==> config.mk <==
export PLATFORM = sky130hd
export DESIGN_NAME = uart_rx_cmd_parser
export DESIGN_NICKNAME = d
export VERILOG_FILES = /design/src/rtl/uart_rx_cmd_parser.sv
export SDC_FILE = /design/constraint.sdc
export NUM_CORES = 1
export LEC_CHECK = 0
export ABC_AREA = 0
export BUFFER_PORTS_ARGS = -buffer_cell sky130_fd_sc_hd__buf_2
export CAP_MARGIN = 20
export CELL_PAD_IN_SITES_DETAIL_PLACEMENT = 1
export CELL_PAD_IN_SITES_GLOBAL_PLACEMENT = 1
export CORE_MARGIN = 1
export CORE_UTILIZATION = 47
export DETAILED_ROUTE_END_ITERATION = 10
export PLACE_DENSITY = 0.87
export SYNTH_ARGS = -nofsm -noshare
export SYNTH_HDL_FRONTEND = slang
export SYNTH_SLANG_ARGS = --single-unit
==> constraint.sdc <==
create_clock -name clk -period 3 [get_ports clk]
set_input_delay 0.3 -clock clk [delete_from_list [all_inputs] [get_ports clk]]
set_output_delay 0.3 -clock clk [all_outputs]
set_load 0.02 [all_outputs]
==> src/rtl/uart_rx_cmd_parser.sv <==
// Assembles SYNC/ADDR/DATA[/CHK] byte frames from the UART RX path into register-write commands.
// Optional feature: define UART_RX_CMD_CHECKSUM_EN to add the trailing checksum byte and Chk_err.
module uart_rx_cmd_parser #(
    parameter int         WORD_SIZE      = 8,
    parameter int         DATA_BYTES     = 2,
    parameter logic [7:0] SYNC_BYTE      = 8'hA5,
    parameter int         TIMEOUT_CYCLES = 100000,
    parameter int         TIMEOUT_WIDTH  = 17
) (
    input  logic                    clk,
    input  logic                    reset_b,
    input  logic [WORD_SIZE-1:0]    RX_Byte_in,
    input  logic                    RX_Byte_valid,
    input  logic                    Cmd_ready,
    output logic                    Cmd_valid,
    output logic [7:0]              Cmd_addr,
    output logic [8*DATA_BYTES-1:0] Cmd_data,
    output logic                    Chk_err,
    output logic                    Timeout_err,
    output logic                    Overrun_err
);

    localparam int DW = 8 * DATA_BYTES;

`ifdef UART_RX_CMD_CHECKSUM_EN
    typedef enum logic [2:0] {IDLE, ADDR, DATA, HOLD, CHK} state_t;
`else
    typedef enum logic [2:0] {IDLE, ADDR, DATA, HOLD} state_t;
`endif

    state_t                   state_q;
    logic [2:0]               byteCnt_q;
    logic [TIMEOUT_WIDTH-1:0] tmoCnt_q;
    logic [7:0]               addr_q;
    logic [DW-1:0]            data_q;
    logic                     cmdValid_q;
    logic                     tmoErr_q;
    logic                     overrun_q;
    logic [DW-1:0]            data_d;
    logic                     lastData;
    logic                     tmoHit;
    logic                     inFrame;

`ifdef UART_RX_CMD_CHECKSUM_EN
    logic [7:0] sum_q;
    logic [7:0] sum_d;
    logic       chkErr_q;
`endif

    always_comb begin
        data_d   = (data_q << WORD_SIZE) | DW'(RX_Byte_in);
        lastData = (byteCnt_q == 3'(DATA_BYTES - 1));
        tmoHit   = (tmoCnt_q == TIMEOUT_WIDTH'(TIMEOUT_CYCLES - 1));
        inFrame  = (state_q == ADDR) || (state_q == DATA);
`ifdef UART_RX_CMD_CHECKSUM_EN
        sum_d    = sum_q + RX_Byte_in;
        inFrame  = inFrame || (state_q == CHK);
`endif
    end

    always_ff @(posedge clk or negedge reset_b) begin
        if (!reset_b) begin
            state_q    <= IDLE;
            byteCnt_q  <= '0;
            tmoCnt_q   <= '0;
            addr_q     <= '0;
            data_q     <= '0;
            cmdValid_q <= 1'b0;
            tmoErr_q   <= 1'b0;
            overrun_q  <= 1'b0;
`ifdef UART_RX_CMD_CHECKSUM_EN
            sum_q      <= '0;
            chkErr_q   <= 1'b0;
`endif
        end else begin
            tmoErr_q <= 1'b0;
`ifdef UART_RX_CMD_CHECKSUM_EN
            chkErr_q <= 1'b0;
`endif
            // A byte in the limit cycle wins over the timeout.
            if (inFrame) begin
                if (RX_Byte_valid) begin
                    tmoCnt_q <= '0;
                end else if (tmoHit) begin
                    tmoCnt_q <= '0;
                    tmoErr_q <= 1'b1;
                    state_q  <= IDLE;
                end else begin
                    tmoCnt_q <= tmoCnt_q + TIMEOUT_WIDTH'(1);
                end
            end else begin
                tmoCnt_q <= '0;
            end

            case (state_q)
                IDLE: begin
                    if (RX_Byte_valid && (RX_Byte_in == SYNC_BYTE)) begin
                        state_q <= ADDR;
                    end
                end
                ADDR: begin
                    if (RX_Byte_valid) begin
                        addr_q    <= RX_Byte_in;
                        byteCnt_q <= '0;
                        state_q   <= DATA;
`ifdef UART_RX_CMD_CHECKSUM_EN
                        sum_q     <= RX_Byte_in;
`endif
                    end
                end
                DATA: begin
                    if (RX_Byte_valid) begin
                        data_q    <= data_d;
                        byteCnt_q <= byteCnt_q + 3'd1;
`ifdef UART_RX_CMD_CHECKSUM_EN
                        sum_q     <= sum_d;
                        if (lastData) begin
                            state_q <= CHK;
                        end
`else
                        if (lastData) begin
                            state_q    <= HOLD;
                            cmdValid_q <= 1'b1;
                        end
`endif
                    end
                end
`ifdef UART_RX_CMD_CHECKSUM_EN
                CHK: begin
                    if (RX_Byte_valid) begin
                        if (RX_Byte_in == sum_q) begin
                            state_q    <= HOLD;
                            cmdValid_q <= 1'b1;
                        end else begin
                            state_q  <= IDLE;
                            chkErr_q <= 1'b1;
                        end
                    end
                end
`endif
                HOLD: begin
                    if (RX_Byte_valid) begin
                        overrun_q <= 1'b1;
                    end
                    if (Cmd_ready) begin
                        state_q    <= IDLE;
                        cmdValid_q <= 1'b0;
                    end
                end
                default: begin
                    state_q <= IDLE;
                end
            endcase
        end
    end

    assign Cmd_valid   = cmdValid_q;
    assign Cmd_addr    = addr_q;
    assign Cmd_data    = data_q;
    assign Timeout_err = tmoErr_q;
    assign Overrun_err = overrun_q;
`ifdef UART_RX_CMD_CHECKSUM_EN
    assign Chk_err     = chkErr_q;
`else
    assign Chk_err     = 1'b0;
`endif

endmodule

==> results of run 1 <==
==> power groups by stage <==
stage,combinational [mW],sequential (mW),clock (mW)
2_1_floorplan,0.00898,0.694,0
3_3_place_gp,0.0363,0.692,0
3_5_place_dp,0.0370,0.692,0
4_1_cts,0.0371,0.679,0.491
5_1_grt,0.0455,0.680,0.510
6_report,0.0400,0.679,0.480
==> what timing repair did <==
action | 4_1_cts | 5_1_grt
endpoints found under the hold margin | 0 | 8
buffers inserted | 0 | 0
hold buffers | 0 | 1
==> worst paths after layout <==
check                      cells past startpoint     startpoint            to  slack [ns]
hold / removal                                 2  RX_Byte_in[3]   Cmd_addr[3]        0.23
max in group asynchronous                      3        reset_b   Timeout_err        2.13
min in group asynchronous                      2        reset_b  tmoCnt_q[12]        0.37
setup reg to reg                               4     state_q[0]  byteCnt_q[2]        1.19
setup / recovery                               4     state_q[0]  byteCnt_q[2]        1.19
hold reg to reg                                1    Overrun_err   Overrun_err        0.48
==> worst register-to-register path, delay by kind of cell, from the launching register on <==
| family | cells | cell delay, ns |
|---|---|---|
| AOI/OAI and AO/OA | 2 | 0.34 |
| and+or+nand+nor | 2 | 0.85 |
| DFF | 1 | 0.49 |
==> cell families after synthesis <==
family,after synthesis,synth area share
AND/OR/NAND/NOR,65,0.188
flip-flops,50,0.549
multiplexers,26,0.128
XOR/XNOR,16,0.0615
buffers and inverters,11,0.0275
AO/OA/AOI/OAI,9,0.0269
adder cells (fa/ha/maj),3,0.0165
other,1,0.00165
==> registers in the layout, indices dropped and copies added (netlist names) <==
name and flops:
Overrun_err 1, Cmd_addr 8, Timeout_err 1, tmoCnt_q 17, Cmd_valid 1, byteCnt_q 3, state_q 3, Cmd_data 16
==> final cells by class <==
class / count / area (um2)
clock buffer: 6 / 72.6
multi-input combinational: 121 / 973
inverter: 3 / 11.3
fill: 478 / 1870
tap: 52 / 65.1
sequential: 50 / 1250
clock inverter: 2 / 37.5
timing repair buffer: 41 / 228
==> through the flow <==
step                total power, mW  std cells
floorplan                     0.703        182
global placement              0.728        265
detailed placement            0.729        265
CTS                            1.21        273
global route                   1.24        275
finish                         1.20        275
==> layout by cell type (no fill, tap or decap), types with 2 or more instances in the layout <==
cell type / netlist / routed
xor2_1: 4 / 4
nor4_1: 3 / 3
o21ai_0: 3 / 3
conb_1: 1 / 2
nand3b_1: 2 / 2
nor4bb_1: 3 / 2
clkbuf_8: 0 / 5
nor3_1: 4 / 4
dfrtp_1: 50 / 50
nor4_2: 5 / 5
inv_1: 3 / 3
nor2_2: 2 / 2
xnor2_1: 12 / 12
ha_1: 3 / 3
nand4_2: 2 / 2
buf_2: 5 / 38
nand2_2: 2 / 2
and4bb_2: 2 / 2
mux2_1: 24 / 24
nor2_1: 16 / 16
nand2_1: 8 / 8
nand4_1: 4 / 4
nand3_1: 5 / 5
==> metal layers <==
metal / global-route usage / routed length [um] / up-vias
met1: 0.272 / 2140 / 760
met4: 0.0937 / 119 / 0
met5: 0 / 0 / -
met3: 0.0450 / 184 / 9
met2: 0.351 / 2430 / 36
li1: - / - / 720
==> flow_summary.ini, run 1 <==
[outcome]
status = finished, final reports clean

[timing]
fmaxAchievable_ghz = 0.551
finClkSkew_ns = 0.0114
fin_hold_ws_ns = 0.227
setup_violations = 0
final.min_clock_period_ns = 1.81
hold_viol_final = 0
slew_headroom = 0.654
fin_crit_sh = 0.605
worst_pin_slew_ns = 0.520
finalWorstSetupSlack_ns = 1.19
maxSlewViolCount = 0
rsz0062_at_grt = no
finalSetupTns_ns = 0

[logic_synthesis]
syn_area_um2 = 2280
ys_ff_latch = 50
postSynthCellCount = 181
yosys.area.top_type = dfrtp_1
synthDistinctLibCells = 39
ys_warn_count = 0
ys_top_cells_by_count = dfrtp_1, mux2_1, nor2_1, xnor2_1, nand2_1
async_flop_share = 1.00
synth.most_common_cell = dfrtp_1
ys_top_cells_by_area = dfrtp_1, mux2_1, xnor2_1
synth.top_cell.area_share = 0.549
synth_edf_count = 0
syn_area_per_cell_um2 = 12.6
yosysSeqAreaShare = 0.549
ys.flop_type = dfrtp_1

[detailed_routing]
ant_nets = 0
vias = 1525
drc = 0
vias_per_cell = 5.55
dr.first_iter.drc_count = 55
drt-total-wl_um = 4870
dr.pass1.iters = 4
routedWlPerCell_um = 17.7

[power_and_ir_drop]
seqPwrFrac = 0.566
leakage_nw = 1.31
powerDensity_nw_per_um2 = 454
ir_drop_mv = 0.305
p_comb_frac = 0.033
pwr-share-clk = 0.400
switching_share = 0.216
internal-power_uw = 939
p_sw_uw = 259

[clocking]
cts_resized = 0
path_clk_slew_ns = 0.10
cts_buffers = 5
clkLatencyLatePin_ns = 0.31
cts_tree = done
htreeDepth = 2
clockRootBuffer = clkbuf_8
cts.sinks = 50
clk_path_buf_depth = 2

[global_routing]
grt-ovfl-total = 0
grt.total_usage = 0.213
antenna_found_initial = 0
grt_pass1_wl_um = 8210
grt_max_degree = 51
grt_pass1_vias = 1643

[placement]
pre_cts_ws_ns = 1.19
place_congestion = 0.741
placed_cell_area_um2 = 2500
port_buffers = 38
place_hpwl_um = 3320

[critical_path]
cp.arrival_ns = 1.99
start_kind = flop
crit_required_ns = 3.18
crit_top_cell = o21ai_0
cp-end-kind = flop
slowest_delay_ns = 0.69
cp_top_family = simple AND/OR/NAND/NOR gates
cp.buffers_inverters = 0
path_cells = and4bb_2 -> nor2_1 -> o21ai_0 -> o21ai_0
worstSetupPathType = reg -> reg
cp_max_fo = 22
crit_slowest_cell = and4bb_2

[floorplan]
ios = 40
initial_utilization = 0.506
die-area_um2 = 5130
coreArea_um2 = 4500
chipHeight_um = 71.6
rows = 24
die_w_um = 71.6

[cells_and_area]
final_core_util = 0.586
n_antenna_cell = 0
num-nets-final = 237
syn_to_final_growth_pct = 15.9
fin_area_um2 = 2640
layout-drive-gt1-share = 0.283

[min_path]
min_path_type = in -> reg

[flow_run]
maxCapViolations = 0
No activity file was read; power rests on OpenSTA's default activity.
==> run 2, diff against run 1 <==
--- a/config.mk
+++ b/config.mk
@@ -11,9 +11,9 @@
 export CELL_PAD_IN_SITES_DETAIL_PLACEMENT = 1
 export CELL_PAD_IN_SITES_GLOBAL_PLACEMENT = 1
 export CORE_MARGIN = 1
-export CORE_UTILIZATION = 47
+export CORE_UTILIZATION = 40
 export DETAILED_ROUTE_END_ITERATION = 10
-export PLACE_DENSITY = 0.87
+export PLACE_DENSITY = 0.79
 export SYNTH_ARGS = -nofsm -noshare
 export SYNTH_HDL_FRONTEND = slang
 export SYNTH_SLANG_ARGS = --single-unit
==> constraint.sdc (replaced) <==
create_clock -name clk -period 1.6 [get_ports clk]
set_input_delay 0.16 -clock clk [delete_from_list [all_inputs] [get_ports clk]]
set_output_delay 0.16 -clock clk [all_outputs]
set_load 0.02 [all_outputs]
==> run 2 against run 1 <==
Register-to-register slack got worse by 1.1 ns; power increased by 77%; clock power increased by 60%; sequential power increased by 87%; non-clock buffer count increased by 7; first-iteration DRC count decreased by 47%; clock skew decreased by 0.0016 ns; highest routed layer unchanged; setup slack got worse by 1.1 ns.
==> flow_summary.ini, run 2 (synthesis results as in run 1) <==
[power_and_ir_drop]
leakage_nw = 1.34
ir_drop_mv = 0.432
powerDensity_nw_per_um2 = 774
power_mw = 2.12

[outcome]
status = finished, final reports clean

[cells_and_area]
fin_cells = 302
top_register = tmoCnt_q
layout-drive-gt1-share = 0.326
syn_to_final_growth_pct = 20.2
final_cell_mix = dfrtp_1, buf_2, mux2_1, nor2_1, xnor2_1
num-nets-final = 244
final_common_cell = dfrtp_1
n_antenna_cell = 0
largest_reg_flops = 17

[detailed_routing]
vias = 1533
vias_per_cell = 5.08
drc = 0
drt-total-wl_um = 4650
dr.first_iter.drc_count = 29
dr.pass1.iters = 2
ant_nets = 0
routedWlPerCell_um = 15.4

[critical_path]
cp-end-kind = flop
ff2ff_setup_slack_ns = 0.09
crit_required_ns = 1.80
start_kind = flop
cp_max_fo = 16
cp.arrival_ns = 1.71
worstSetupPathType = reg -> reg

[clocking]
path_clk_slew_ns = 0.10
cts_tree = done
cts_buffers = 5
cts.sinks = 50
postCtsSetupRepairBufs = 0
clk_path_buf_depth = 2
clkLatencyLatePin_ns = 0.31
htreeDepth = 2
clockRootBuffer = clkbuf_8

[global_routing]
grt-ovfl-total = 0
grt.total_usage = 0.169
grt_pass1_wl_um = 7840
grtUsageMet3 = 0.0494
busiest_layer = met2
use_met1 = 0.199
grt_pass1_vias = 1583
antenna_found_initial = 0
grt.met2_usage = 0.292
grt_max_degree = 51

[timing]
rsz0062_at_grt = yes
finClkSkew_ns = 0.00983
hold_viol_final = 0
finalSetupTns_ns = 0
setup_violations = 0
final.min_clock_period_ns = 1.51
fin_crit_sh = 0.944
finalWorstSetupSlack_ns = 0.0894
maxSlewViolCount = 0
fmaxAchievable_ghz = 0.662

[placement]
place_congestion = 0.740
placed_cells = 293
pre_cts_ws_ns = -0.0108
port_buffers = 38
place_hpwl_um = 3420

[floorplan]
die-area_um2 = 6000
initial_utilization = 0.414
coreArea_um2 = 5510
ios = 40
chipHeight_um = 77.5
rows = 27
die_w_um = 77.5

[flow_run]
maxCapViolations = 0

[min_path]
min_path_type = in -> reg
## run 2: timing repair
action / in CTS / in global routing
hold buffers: 1 / 0
gates resized for setup: 2 / 4
endpoints found under the setup margin: 1 / 18
pin swaps: 0 / 0
gates cloned: 0 / 0
endpoints found under the hold margin: 50 / 0
## run 2: worst max-delay path: stages (launching register included)
cell and delay [ns]:
dfrtp_1 0.40, ha_2 0.23, and4_2 0.29, nand4_4 0.13, nand2_2 0.13, buf_12 0.15, nor2_1 0.06
## run 2: path summary, 6_finish.rpt
kind / from / endpoint / depth (start not counted)
min in group asynchronous: reset_b / tmoCnt_q[9] / 3
worst max register to register: tmoCnt_q[0] / tmoCnt_q[2] / 6
worst max-delay path: tmoCnt_q[0] / tmoCnt_q[2] / 6
worst min register to register: Overrun_err / Overrun_err / 1
max in group asynchronous: reset_b / state_q[2] / 3
worst min-delay path: RX_Byte_in[0] / Cmd_addr[0] / 2
## run 2: cell type report
cell class / count / area, um2
clock buffer: 5 / 68.8
clock inverter: 3 / 26.3
fill: 594 / 2770
inverter: 3 / 11.3
multi-input combinational: 121 / 995
sequential: 50 / 1250
tap: 72 / 90.1
timing repair buffer: 48 / 293
## run 2: where the power goes
part           leakage (nW)  switching [mW]  internal (mW)
Sequential            0.694         0.00619           1.27
Combinational         0.594          0.0488         0.0271
Clock                0.0491           0.445          0.322
Total                  1.34           0.500           1.62
## run 2: metal layers
layer  vias to the layer above  routed length (um)
met3                         6                 225
met1                       766                1980
met2                        29                2380
met4                         0                  57
met5                         -                   0
li1                        732                   -
## run 2: through the flow
step           instance area, um2   util  hold slack (ns)
2_1_floorplan                2280      -           -0.136
3_3_place_gp                 2610  0.474            0.171
3_5_place_dp                 2610  0.474            0.171
4_1_cts                      2730  0.496           0.0752
5_1_grt                      2740  0.497           0.0740
6_report                     2740  0.497           0.0858
==> run 3, diff against run 2 <==
--- a/config.mk
+++ b/config.mk
@@ -11,9 +11,9 @@
 export CELL_PAD_IN_SITES_DETAIL_PLACEMENT = 1
 export CELL_PAD_IN_SITES_GLOBAL_PLACEMENT = 1
 export CORE_MARGIN = 1
-export CORE_UTILIZATION = 40
+export CORE_UTILIZATION = 47
 export DETAILED_ROUTE_END_ITERATION = 10
-export PLACE_DENSITY = 0.79
+export PLACE_DENSITY = 0.87
 export SYNTH_ARGS = -nofsm -noshare
 export SYNTH_HDL_FRONTEND = slang
 export SYNTH_SLANG_ARGS = --single-unit
==> constraint.sdc (replaced) <==
create_clock -name clk -period 1.9 [get_ports clk]
set_input_delay 0.19 -clock clk [delete_from_list [all_inputs] [get_ports clk]]
set_output_delay 0.19 -clock clk [all_outputs]
set_load 0.02 [all_outputs]
==> run 3 against run 2 <==
Power decreased by 12%; worst hold slack improved by 0.057 ns; non-clock buffer count shrank 5; sequential power fell by 16%; critical path depth shrank 1; first-iteration DRC count up 79%; critical path type unchanged; critical endpoint is now state_q[0].
==> flow_summary.ini, run 3 (synthesis results as in run 1) <==
[timing]
rsz0062_at_grt = yes
maxSlewViolCount = 0
finalSetupTns_ns = 0
setup_violations = 0
fin_hold_ws_ns = 0.142
finClkSkew_ns = 0.00699
hold_viol_final = 0
fin_crit_sh = 0.928
final.min_clock_period_ns = 1.76
fmaxAchievable_ghz = 0.567

[cells_and_area]
fillers = 478
top_register = tmoCnt_q
final_common_cell = dfrtp_1
n_antenna_cell = 0
largest_reg_flops = 17
num-nets-final = 239
syn_to_final_growth_pct = 16.5
final_cell_mix = dfrtp_1, buf_2, mux2_1, nor2_1, xnor2_1
layout-drive-gt1-share = 0.293
fin_cells = 277

[outcome]
status = finished, final reports clean

[clocking]
cts_buffers = 5
path_clk_slew_ns = 0.09
clkLatencyLatePin_ns = 0.29
cts.sinks = 50
clk_path_buf_depth = 2
clockRootBuffer = clkbuf_8
htreeDepth = 2
postCtsSetupRepairBufs = 0
cts_tree = done

[min_path]
holdCritStartpoint = RX_Byte_in[7]
min_path_type = in -> reg

[critical_path]
cp.arrival_ns = 1.92
reg2reg_from = tmoCnt_q[0]
cp-end-kind = flop
start_kind = flop
crit_required_ns = 2.06
worstSetupPathType = reg -> reg
cp-startpoint = tmoCnt_q[0]
cp_max_fo = 4

[global_routing]
grt-ovfl-total = 0
grt_max_degree = 25
grt.total_usage = 0.237
grt_pass1_wl_um = 9090
antenna_found_initial = 0
grt_pass1_vias = 1792

[detailed_routing]
drt-total-wl_um = 5330
dr.first_iter.drc_count = 52
dr.pass1.iters = 4
vias = 1584
drc = 0
vias_per_cell = 5.72
ant_nets = 0
routedWlPerCell_um = 19.2

[floorplan]
coreArea_um2 = 4500
die_w_um = 71.6
die-area_um2 = 5130
chipHeight_um = 71.6
rows = 24
ios = 40
initial_utilization = 0.506

[placement]
placed_cells = 268
port_buffers = 38
place_congestion = 0.749
place_hpwl_um = 3940

[flow_run]
maxCapViolations = 0

[power_and_ir_drop]
leakage_nw = 1.32
powerDensity_nw_per_um2 = 702
power_mw = 1.86
ir_drop_mv = 0.383
[run 3: changes by cell type in the layout (fill, tap and decap cells not counted), sizes merged]
| cell | before | now |
|---|---|---|
| inv | 5 | 3 |
| clkinv | 1 | 2 |
| bufinv | 0 | 1 |
| buf | 47 | 42 |
[run 3: worst paths after layout]
kind | endpoint | slack [ns] | depth (start not counted)
setup / recovery | state_q[0] | 0.14 | 5
hold / removal | Cmd_data[7] | 0.14 | 2
setup reg to reg | state_q[0] | 0.14 | 5
hold reg to reg | Cmd_data[12] | 0.50 | 1
max in group asynchronous | tmoCnt_q[10] | 1.08 | 3
min in group asynchronous | Cmd_data[9] | 0.27 | 2
[run 3: where the power goes]
| group | switching, mW | leakage (nW) | total (mW) | internal [mW] |
|---|---|---|---|---|
| Combinational | 0.0420 | 0.568 | 0.0631 | 0.0211 |
| Clock | 0.339 | 0.0579 | 0.727 | 0.388 |
| Sequential | 0.00532 | 0.696 | 1.07 | 1.07 |
| Total | 0.386 | 1.32 | 1.86 | 1.48 |
[run 3: area by class of cell]
cell class / count / area (um2) / area share
clock buffers: 5 / 68.8 / 0.0259
inverters: 3 / 11.3 / 0.00425
flip-flops and latches: 50 / 1250 / 0.472
well taps: 52 / 65.1 / 0.0245
repair buffers: 43 / 243 / 0.0915
clock inverters: 3 / 40.0 / 0.0151
multi-input cells: 121 / 973 / 0.367
[run 3: stage by stage]
stage,worst slack [ns],utilization,cell area [um2]
final,0.136,0.589,2650
after global routing,-0.0240,0.589,2650
after CTS,0.0904,0.589,2650
after detailed placement,0.183,0.563,2530
after global placement,0.314,0.563,2530
after floorplan,0.436,-,2280
[run 3: critical path, stage by stage (launching register included)]
cell and delay [ns]:
dfrtp_1 0.41, ha_1 0.28, and4_1 0.29, nand4_2 0.18
nor4_2 0.32, o211ai_1 0.16
[run 3: what timing repair did]
| item | in CTS | in global routing |
|---|---|---|
| hold endpoints to repair | 6 | 0 |
| endpoints found under the setup margin | 0 | 3 |
| resized for setup | 0 | 0 |
| hold buffers | 1 | 0 |
[run 3: per-layer routing]
layer  GRT usage  vias up  share of wire
met5           0        -              0
met4      0.0871        0          0.023
met3      0.0436       10          0.032
met2       0.431       46           0.54
met1       0.278      807           0.41
li1            -      721              -
